## src/rtl/renode_pkg.sv

```systemverilog
// renode_pkg: shared types for the Renode bus scheduler and its round-robin arbiter.
package renode_pkg;

    // Default bus geometry used by the request struct below.
    localparam int unsigned BusAddressWidth = 32;
    localparam int unsigned BusDataWidth    = 32;

    typedef logic [BusAddressWidth-1:0] address_t;
    typedef logic [BusDataWidth-1:0]    data_t;

    // Scheduler FSM: one transaction in flight at a time.
    typedef enum logic [1:0] {
        SchedIdle,
        SchedIssue,
        SchedWait,
        SchedRespond
    } bus_sched_state_e;

    // One latched requester transaction at the default bus geometry.
    typedef struct packed {
        logic     write;
        address_t address;
        data_t    data;
    } bus_sched_request_t;

    // Width of an index able to address 'count' items, never narrower than one bit.
    function automatic int unsigned index_width(input int unsigned count);
        return (count > 1) ? $clog2(count) : 1;
    endfunction

endpackage

```

## src/rtl/renode_rr_arbiter.sv

```systemverilog
// renode_rr_arbiter: combinational round-robin pick of the first requester at or
// after the pointer, wrapping cyclically. The pointer register lives in the caller.
module renode_rr_arbiter
    import renode_pkg::*;
#(
    parameter  int unsigned Count      = 2,
    localparam int unsigned IndexWidth = index_width(Count)
) (
    input  logic [Count-1:0]      request,
    input  logic [IndexWidth-1:0] pointer,
    output logic [Count-1:0]      grant,
    output logic [IndexWidth-1:0] index,
    output logic                  grant_valid
);

    int unsigned slot;

    // Scan Count slots starting at the pointer; the first active request wins.
    always_comb begin
        // NOTE: every output gets a default first so no latch is inferred.
        grant       = '0;
        index       = '0;
        grant_valid = 1'b0;
        slot        = 0;
        for (int unsigned offset = 0; offset < Count; offset++) begin
            slot = 32'(pointer) + offset;
            if (slot >= Count) begin
                slot = slot - Count;
            end
            if (!grant_valid && request[slot[IndexWidth-1:0]]) begin
                grant_valid                     = 1'b1;
                grant[slot[IndexWidth-1:0]]     = 1'b1;
                index                           = slot[IndexWidth-1:0];
            end
        end
    end

endmodule

```

## src/rtl/renode_bus_scheduler.sv

```systemverilog
// renode_bus_scheduler: shares one bus-controller port between RequestersCount
// requesters with round-robin grants, one transaction at a time.
// Optional feature macro RENODE_BUS_SCHEDULER_TIMEOUT_EN: bounds each bus
// transaction with a TimeoutCycles watchdog that drives bus_abort and rsp_timeout.
// Without it WAIT lasts until bus_done and both of those outputs are tied 0.
module renode_bus_scheduler
    import renode_pkg::*;
#(
    parameter int unsigned RequestersCount = 2,
    parameter int unsigned AddressWidth    = 32,
    parameter int unsigned DataWidth       = 32,
    parameter int unsigned TimeoutCycles   = 100
) (
    input  logic                                         clk,
    input  logic                                         rst_n,
    input  logic [RequestersCount-1:0]                   req_valid,
    output logic [RequestersCount-1:0]                   req_ready,
    input  logic [RequestersCount-1:0]                   req_write,
    input  logic [RequestersCount-1:0][AddressWidth-1:0] req_address,
    input  logic [RequestersCount-1:0][DataWidth-1:0]    req_data,
    output logic [RequestersCount-1:0]                   rsp_valid,
    output logic [DataWidth-1:0]                         rsp_data,
    output logic                                         rsp_error,
    output logic                                         rsp_timeout,
    output logic                                         bus_valid,
    output logic                                         bus_write,
    output logic [AddressWidth-1:0]                      bus_address,
    output logic [DataWidth-1:0]                         bus_wdata,
    input  logic                                         bus_done,
    input  logic [DataWidth-1:0]                         bus_rdata,
    input  logic                                         bus_error,
    output logic                                         bus_abort
);

    localparam int unsigned IndexWidth = index_width(RequestersCount);

    // Parameter sanity, resolved at elaboration.
    if (RequestersCount < 1) begin : g_bad_requesters
        $error("renode_bus_scheduler: RequestersCount must be >= 1");
    end
    if (TimeoutCycles < 1) begin : g_bad_timeout
        $error("renode_bus_scheduler: TimeoutCycles must be >= 1");
    end

    // Transaction latched at accept, sized to this instance's bus geometry.
    typedef struct packed {
        logic                    write;
        logic [AddressWidth-1:0] address;
        logic [DataWidth-1:0]    data;
    } request_t;

    bus_sched_state_e             state_q, state_d;
    logic [IndexWidth-1:0]        pointer_q, pointer_d;
    logic [IndexWidth-1:0]        owner_q, owner_d;
    request_t                     request_q, request_d;
    logic                         bus_valid_q, bus_valid_d;
    logic [RequestersCount-1:0]   rsp_valid_q, rsp_valid_d;
    logic [DataWidth-1:0]         rsp_data_q, rsp_data_d;
    logic                         rsp_error_q, rsp_error_d;

`ifdef RENODE_BUS_SCHEDULER_TIMEOUT_EN
    localparam int unsigned CountWidth = index_width(TimeoutCycles);
    logic [CountWidth-1:0] count_q, count_d;
    logic                  bus_abort_q, bus_abort_d;
    logic                  rsp_timeout_q, rsp_timeout_d;
    logic                  expired;

    assign expired     = (count_q == CountWidth'(TimeoutCycles - 1));
    assign bus_abort   = bus_abort_q;
    assign rsp_timeout = rsp_timeout_q;
`else
    assign bus_abort   = 1'b0;
    assign rsp_timeout = 1'b0;
`endif

    logic [RequestersCount-1:0] grant;
    logic [IndexWidth-1:0]      grant_index;
    logic                       grant_valid;

    renode_rr_arbiter #(
        .Count (RequestersCount)
    ) u_arbiter (
        .request     (req_valid),
        .pointer     (pointer_q),
        .grant       (grant),
        .index       (grant_index),
        .grant_valid (grant_valid)
    );

    // Offer the arbitration winner only while idle; the grant is already limited to valid requesters.
    assign req_ready   = (state_q == SchedIdle) ? grant : '0;

    assign rsp_valid   = rsp_valid_q;
    assign rsp_data    = rsp_data_q;
    assign rsp_error   = rsp_error_q;
    assign bus_valid   = bus_valid_q;
    assign bus_write   = request_q.write;
    assign bus_address = request_q.address;
    assign bus_wdata   = request_q.data;

    // Next-state and next-output logic for the IDLE -> ISSUE -> WAIT -> RESPOND cycle.
    always_comb begin
        state_d     = state_q;
        pointer_d   = pointer_q;
        owner_d     = owner_q;
        request_d   = request_q;
        bus_valid_d = bus_valid_q;
        rsp_valid_d = '0;
        rsp_data_d  = rsp_data_q;
        rsp_error_d = rsp_error_q;
`ifdef RENODE_BUS_SCHEDULER_TIMEOUT_EN
        count_d       = count_q;
        bus_abort_d   = 1'b0;
        rsp_timeout_d = rsp_timeout_q;
`endif
        unique case (state_q)
            SchedIdle: begin
                if (grant_valid) begin
                    owner_d           = grant_index;
                    request_d.write   = req_write[grant_index];
                    request_d.address = req_address[grant_index];
                    request_d.data    = req_data[grant_index];
                    pointer_d         = (32'(grant_index) == RequestersCount - 1) ? '0
                                                                                  : grant_index + 1'b1;
                    bus_valid_d       = 1'b1;
                    state_d           = SchedIssue;
                end
            end
            SchedIssue: begin
`ifdef RENODE_BUS_SCHEDULER_TIMEOUT_EN
                count_d = '0;
`endif
                state_d = SchedWait;
            end
            SchedWait: begin
                if (bus_done) begin
                    // A completion in the expiry cycle still counts as a normal response.
                    bus_valid_d          = 1'b0;
                    rsp_valid_d[owner_q] = 1'b1;
                    rsp_data_d           = (request_q.write || bus_error) ? '0 : bus_rdata;
                    rsp_error_d          = bus_error;
`ifdef RENODE_BUS_SCHEDULER_TIMEOUT_EN
                    rsp_timeout_d        = 1'b0;
`endif
                    state_d              = SchedRespond;
                end
`ifdef RENODE_BUS_SCHEDULER_TIMEOUT_EN
                else if (expired) begin
                    bus_valid_d          = 1'b0;
                    bus_abort_d          = 1'b1;
                    rsp_valid_d[owner_q] = 1'b1;
                    rsp_data_d           = '0;
                    rsp_error_d          = 1'b1;
                    rsp_timeout_d        = 1'b1;
                    state_d              = SchedRespond;
                end else begin
                    count_d = count_q + 1'b1;
                end
`endif
            end
            SchedRespond: begin
                state_d = SchedIdle;
            end
            default: begin
                state_d = SchedIdle;
            end
        endcase
    end

    // State and registered outputs; reset drops any transaction in flight without a response.
    always_ff @(posedge clk or negedge rst_n) begin
        if (!rst_n) begin
            state_q       <= SchedIdle;
            pointer_q     <= '0;
            owner_q       <= '0;
            request_q     <= '0;
            bus_valid_q   <= 1'b0;
            rsp_valid_q   <= '0;
            rsp_data_q    <= '0;
            rsp_error_q   <= 1'b0;
`ifdef RENODE_BUS_SCHEDULER_TIMEOUT_EN
            count_q       <= '0;
            bus_abort_q   <= 1'b0;
            rsp_timeout_q <= 1'b0;
`endif
        end else begin
            // NOTE: sequential state is updated with non-blocking assignments only.
            state_q       <= state_d;
            pointer_q     <= pointer_d;
            owner_q       <= owner_d;
            request_q     <= request_d;
            bus_valid_q   <= bus_valid_d;
            rsp_valid_q   <= rsp_valid_d;
            rsp_data_q    <= rsp_data_d;
            rsp_error_q   <= rsp_error_d;
`ifdef RENODE_BUS_SCHEDULER_TIMEOUT_EN
            count_q       <= count_d;
            bus_abort_q   <= bus_abort_d;
            rsp_timeout_q <= rsp_timeout_d;
`endif
        end
    end

endmodule
```

## config.mk

```make
export PLATFORM = sky130hd
export DESIGN_NAME = renode_bus_scheduler
export DESIGN_NICKNAME = d
export VERILOG_FILES = /design/src/rtl/renode_pkg.sv /design/src/rtl/renode_rr_arbiter.sv /design/src/rtl/renode_bus_scheduler.sv
export SDC_FILE = /design/constraint.sdc
export NUM_CORES = 1
export LEC_CHECK = 0
export BUFFER_PORTS_ARGS = -buffer_cell sky130_fd_sc_hd__buf_2
export CORE_MARGIN = 5
export CORE_UTILIZATION = 36
export DETAILED_ROUTE_END_ITERATION = 16
export PLACE_DENSITY = 0.72
export RECOVER_POWER = 100
export SETUP_SLACK_MARGIN = 0.5
export SLEW_MARGIN = 10
export SYNTH_ARGS = -nofsm -noshare
export SYNTH_HDL_FRONTEND = slang
export SYNTH_SLANG_ARGS = --single-unit
```

## constraint.sdc

```tcl
create_clock -name clk -period 1.5 [get_ports clk]
set_input_delay 0.3 -clock clk [delete_from_list [all_inputs] [get_ports clk]]
set_output_delay 0.3 -clock clk [all_outputs]
set_load 0.05 [all_outputs]
```

Yosys cells after proc, flatten, opt, wreduce, memory -nomap -nowiden
Cells that the tools add are included.
{ "totals": {"reg_bits": 105, "output_inout_bits": 105, "wordCells": 76} }
{ "op_classes": {"n_addsub": 4, "n_reduce_logical": 12, "bitwise": 1, "order_cmp": 9, "n_eq_ne": 5, "mux": 35} }
{ "ops": {"columns": ["op", "count"], "rows": [
  ["two-way mux 32 bit", 5],
  ["two-way mux 1 bit", 18],
  ["two-way mux 2 bit", 7],
  ["< comparator 1 x 2 -> 1 bit (second input constant)", 4],
  ["one-hot mux 2 bit (4 select lines)", 1],
  ["AND reduction 2 bit", 3],
  ["== test 2 bit (second input constant)", 2],
  ["logical AND 1 bit", 4],
  ["inequality test 2 bit (second input constant)", 2],
  ["demux 1 bit (select 1 bit)", 3],
  ["greater-or-equal comparator 1 bit (second input constant)", 3],
  ["AND reduction 3 bit", 1],
  ["adder 1 x 1 -> 2 bit (second input constant)", 1],
  ["== test 2 x 1 -> 1 bit (second input constant)", 1],
  ["greater-or-equal comparator 1 x 2 -> 1 bit (second input constant)", 1],
  ["greater-or-equal comparator 2 bit (second input constant)", 1],
  ["zero test 2 bit", 1],
  ["OR 2 bit", 1],
  ["one-hot mux 1 bit (2 select lines)", 1],
  ["nonzero test 2 bit", 1],
  ["subtractor 1 bit (second input constant)", 2],
  ["adder 1 bit (second input constant)", 1],
  ["zero test 1 bit", 1],
  ["logical OR 1 bit", 1]
]} }

Longest topological paths before layout
{ "depth": {"ltp_word": 10, "ltp_mapped": 7} }

By module
A second synthesis with hierarchy kept.
{ "unflattened": {"hier_cells": 398, "area_unflattened_um2": 4563.1} }
{ "by_module_without_submodules": {"columns": ["mod", "cells_per_inst", "area_each_um2", "n_inst"], "rows": [
  ["renode_bus_scheduler", 393, 4530.6, 1],
  ["renode_rr_arbiter", 5, 32.5, 1]
]} }

Worst setup path after synthesis
OpenSTA, ideal clock, no wires.
{ "synth_timing": {"path_type": "register -> register", "startpoint": "register state_q[0]", "endpoint": "register request_q (netlist bit bus_address[11])", "slack_ns": -0.030, "path_stages_with_launch": 8, "synth_period_minus_slack_ns": 1.530, "required_time_ns": 1.374, "setup_ns": 0.126, "path_buffers": 2, "t_arrival_ns": 1.404, "cell_sequence": "dfrtp_1 inv_1 ha_1 nand2_1 a21oi_2 buf_4 buf_2 a221o_1"} }
{ "synth_via": {"elab_chain_cells": 2} }
{ "synth_lines": {"columns": ["element", "line", "rtl"], "rows": [
  ["start: declaration", "renode_bus_scheduler.sv:52", "bus_sched_state_e state_q, state_d;"],
  ["start signal: assignment", "renode_bus_scheduler.sv:173", "state_q <= SchedIdle;"],
  ["start signal: assignment", "renode_bus_scheduler.sv:188", "state_q <= state_d;"],
  ["zero test 2 bit", "renode_bus_scheduler.sv:116", "unique case (state_q)"],
  ["AND reduction 2 bit (no line)", null, null],
  ["end signal: assignment", "renode_bus_scheduler.sv:191", "request_q <= request_d;"],
  ["end: declaration", "renode_bus_scheduler.sv:55", "request_t request_q, request_d;"]
]} }
Every way passes these cells.
A chain may end at the register's enable or synchronous reset.

Worst setup path in the final report
{ "layout_timing": {"startpoint": "register state_q[1]", "endpoint": "output req_ready[1]"} }
{ "layout_via": {"elab_chain_cells": 2} }
{ "layout_lines": {"columns": ["element", "line", "rtl"], "rows": [
  ["zero test 2 bit", "renode_bus_scheduler.sv:91", "assign req_ready = (state_q == SchedIdle) ? grant : '0;"],
  ["two-way mux 2 bit", "renode_bus_scheduler.sv:91", null],
  ["end: declaration", "renode_bus_scheduler.sv:17", "output logic [RequestersCount-1:0] req_ready,"]
]} }
Every way passes these cells.

==> flow_summary.yaml <==
clock_tree:
  h-tree-depth: 3
  clk_latency_ns: 0.34
  path_clk_slew_ns: 0.08
  clock_sinks: 105
  cts_tree: "built"
  cts_buffers: 9
  cts-root-buf: "clkbuf_16"
  cts_max_path_buffers: 2
yosys:
  yosysTopAreaCellShare_pct: 60.66
  synthXorXnorAreaFrac_pct: 0
  synthAdderAreaFrac_pct: 0.5777
  synth_compound_area_share_pct: 23.11
  muxShareOfSynthArea_pct: 0.5199
  synth_top_family_by_area: "compound AO/OA/AOI/OAI gates"
  synth-seq-cells: 105
  yosys_warnings: 0
  synth-simple-area-share_pct: 10.49
  synth_cells: 322
  avgSynthCellArea_um2: 13.45
  syn_area_mm2: 0.004332
  synth_area_leaders: "dfrtp_1, a221o_1, a22o_1"
  synth_cell_types: 26
  synth_seq_area_share_pct: 60.66
  synth_top_area_cell: "dfrtp_1"
drt:
  drtIter0Drc: 330
  avgRoutedWirePerCell_um: 20.80
  drt_first_pass_iters: 4
  vias: 4376
  drcViolationCount: 0
  routed_via_density: 5.383
  drtAntennaViolNets: 0
  wirelength_um: 16910
critical_path:
  r2r-end: "rsp_data[24]$_DFFE_PN0P_"
  worstPathMaxFanout: 3
  crit_chain: "inv_2 > ha_4 > nand2_2 > a21oi_4 > buf_6"
  r2r-start: "state_q[1]$_DFFE_PN0P_"
  cp_slowest_stage_delay_ns: 0.39
  reg2reg_depth: 9
  start_kind: "flip-flop"
  endpoint_kind: "output pin"
  cp_data_required_time_ns: 1.20
  cp-startpoint: "state_q[1]$_DFFE_PN0P_"
  criticalPathCategory: "flip-flop to output pin"
  crit_end: "req_ready[1]"
  regToRegSetupSlack_ns: -0.14
  crit_arrival_ns: 1.35
  slowest_stage: "dfrtp_1"
global_routing:
  antenna_found_initial: 0
  grt_max_degree: 39
  grt_pass1_wl_um: 24680
  busiest_layer: "met2"
  gr-usage-met2_pct: 39.72
  grt_usage_pct: 21.89
  overflow: 0
  grt_pass1_vias: 4747
  grtUsageMet1_pct: 24.50
  grt_util_met3_pct: 5.325
final_layout:
  layout-drive-gt1-share_pct: 59.01
  final_nets: 831
  final_cell_area_mm2: 0.007084
  final_cell_mix: "buf_2, dfrtp_1, clkbuf_2"
  area_growth_pct: 63.55
  final_cells: 813
  n_antenna_cell: 0
  layout.cells.most_common: "buf_2"
placed_design:
  numPortBuffers: 270
  dpl_cell_area_mm2: 0.005909
  dp_cells: 726
  dp_slack_ns: -0.04286
  hpwl_um: 10160
  place_congestion: 0.7541
sta:
  final_max_slew_viol_count: 0
  tightest_slew_ns: 0.7181
  timing.final.ws_setup_ns: -0.1532
  finalHoldViolCount: 0
  max_slew_margin_pct: 52.12
  setup_viol: 99
  timing.fmax_ghz: 0.6049
  fin_skew_ns: 0.008862
  final.min_clock_period_ns: 1.653
  timing.final.crit_share_pct: 110.2
  rsz0062_at_grt: "true"
power_and_ir_drop:
  pwr_density_cell_mw_per_mm2: 2460
  power_frac_seq_pct: 26.8
  ir_drop_mv: 1.124
  p_switching_w: 0.008284
  switching_share_pct: 47.53
  clockPowerShare_pct: 13.0
  power.internal_w: 0.009145
  power_leakage_nw: 3.766
  combPwrFrac_pct: 60.2
floorplan:
  fp-row-count: 40
  start_util_pct: 36.37
  die-area_mm2: 0.01433
  die_w_um: 119.7
  core_area_mm2: 0.01191
  io_pins: 273
  die_h_um: 119.7
flow_run:
  cap_violations: 0
status:
  status: "finished with violations"
  violations: "setup timing"
min_path:
  hold_path_class: "input pin to flip-flop"
-- registers in the layout, indices dropped and copies added, names as in the netlist --
signal	count
bus_write	1
bus_wdata	32
rsp_valid	2
state_q	2
rsp_error	1
bus_address	32
rsp_data	32
bus_valid	1
pointer_q	1
owner_q	1
-- cells by family after synthesis --
logic type,Yosys count
AND/OR/NAND/NOR,73
multiplexers,2
buffers and inverters,33
flip-flops,105
other,1
adder cells (fa/ha/maj),2
AO/OA/AOI/OAI,106
-- through the flow --
step           TNS (ns)  hold WS [ns]  total power (W)  utilization, %
2_1_floorplan         0      0.004409          0.01111               -
3_3_place_gp          0        0.2392          0.01311           49.61
3_5_place_dp    -0.8611        0.2439          0.01332           49.61
4_1_cts          -4.196        0.1594          0.01852           62.93
5_1_grt          -13.12        0.1654          0.01828           59.47
6_report         -7.518        0.1751          0.01743           59.47
-- cell usage after synthesis (all sizes together) --
library cell	instances
o22ai	1
a21oi	3
o22a	1
o21a	1
and3	1
ha	2
nor2b	1
dfrtp	105
nor2	2
nand2	3
nor3	1
conb	1
a221o	65
buf	22
and2	65
mux2	2
inv	4
a22o	32
clkbuf	7
a21o	2
o21ai	1
-- metal layers --
layer,wire length (um),vias up
li1,-,1909
met1,5986,2186
met2,9136,245
met3,1311,36
met4,471,0
met5,0,-
-- repair_timing --
| action | CTS | global route |
|---|---|---|
| setup endpoints to repair | 207 | 282 |
| gates cloned | 7 | 2 |
| setup buffers | 39 | 22 |
| hold buffers | 1 | 0 |
| pin swaps | 5 | 2 |
| endpoints found under the hold margin | 22 | 0 |
| resized for setup | 246 | 12 |
-- cell type report --
| cell class | instances | area [um^2] |
|---|---|---|
| tap | 147 | 183.9 |
| sequential | 105 | 2628 |
| inverter | 4 | 15.01 |
| multi-input combinational | 185 | 1619 |
| clock inverter | 5 | 38.79 |
| timing repair buffer | 356 | 2357 |
| clock buffer | 11 | 242.7 |
| fill | 1003 | 4827 |
-- power groups by stage --
| stage | clock network [W] | registers [W] | logic, W |
|---|---|---|---|
| after global routing | 0.00244 | 0.00481 | 0.0110 |
| final | 0.00227 | 0.00467 | 0.0105 |
| after CTS | 0.00232 | 0.00484 | 0.0114 |
| after floorplan | 0 | 0.00838 | 0.00273 |
| after detailed placement | 0 | 0.00462 | 0.00870 |
| after global placement | 0 | 0.00460 | 0.00851 |
-- worst min-delay path by stage --
stage,start,end,slack [ns],cells after the start
floorplan,rst_n,bus_address[0]$_DFFE_PN0P_,0.004,0
finish,bus_rdata[6],rsp_data[6]$_DFFE_PN0P_,0.18,2
global placement,rst_n,rsp_data[13]$_DFFE_PN0P_,0.24,1
CTS,bus_rdata[12],rsp_data[12]$_DFFE_PN0P_,0.16,2
detailed placement,rst_n,rsp_data[13]$_DFFE_PN0P_,0.24,1
global route,bus_rdata[14],rsp_data[14]$_DFFE_PN0P_,0.17,2
-- worst max-delay path, delay by kind of cell, from the launching register on --
family	cells	cell delay [ns]
adders and majority gates	1	0.16
AOI/OAI and AO/OA	1	0.14
DFF	1	0.39
and+or+nand+nor	1	0.07
buffers and inverters	2	0.25
No activity file was read; power rests on OpenSTA's default activity.
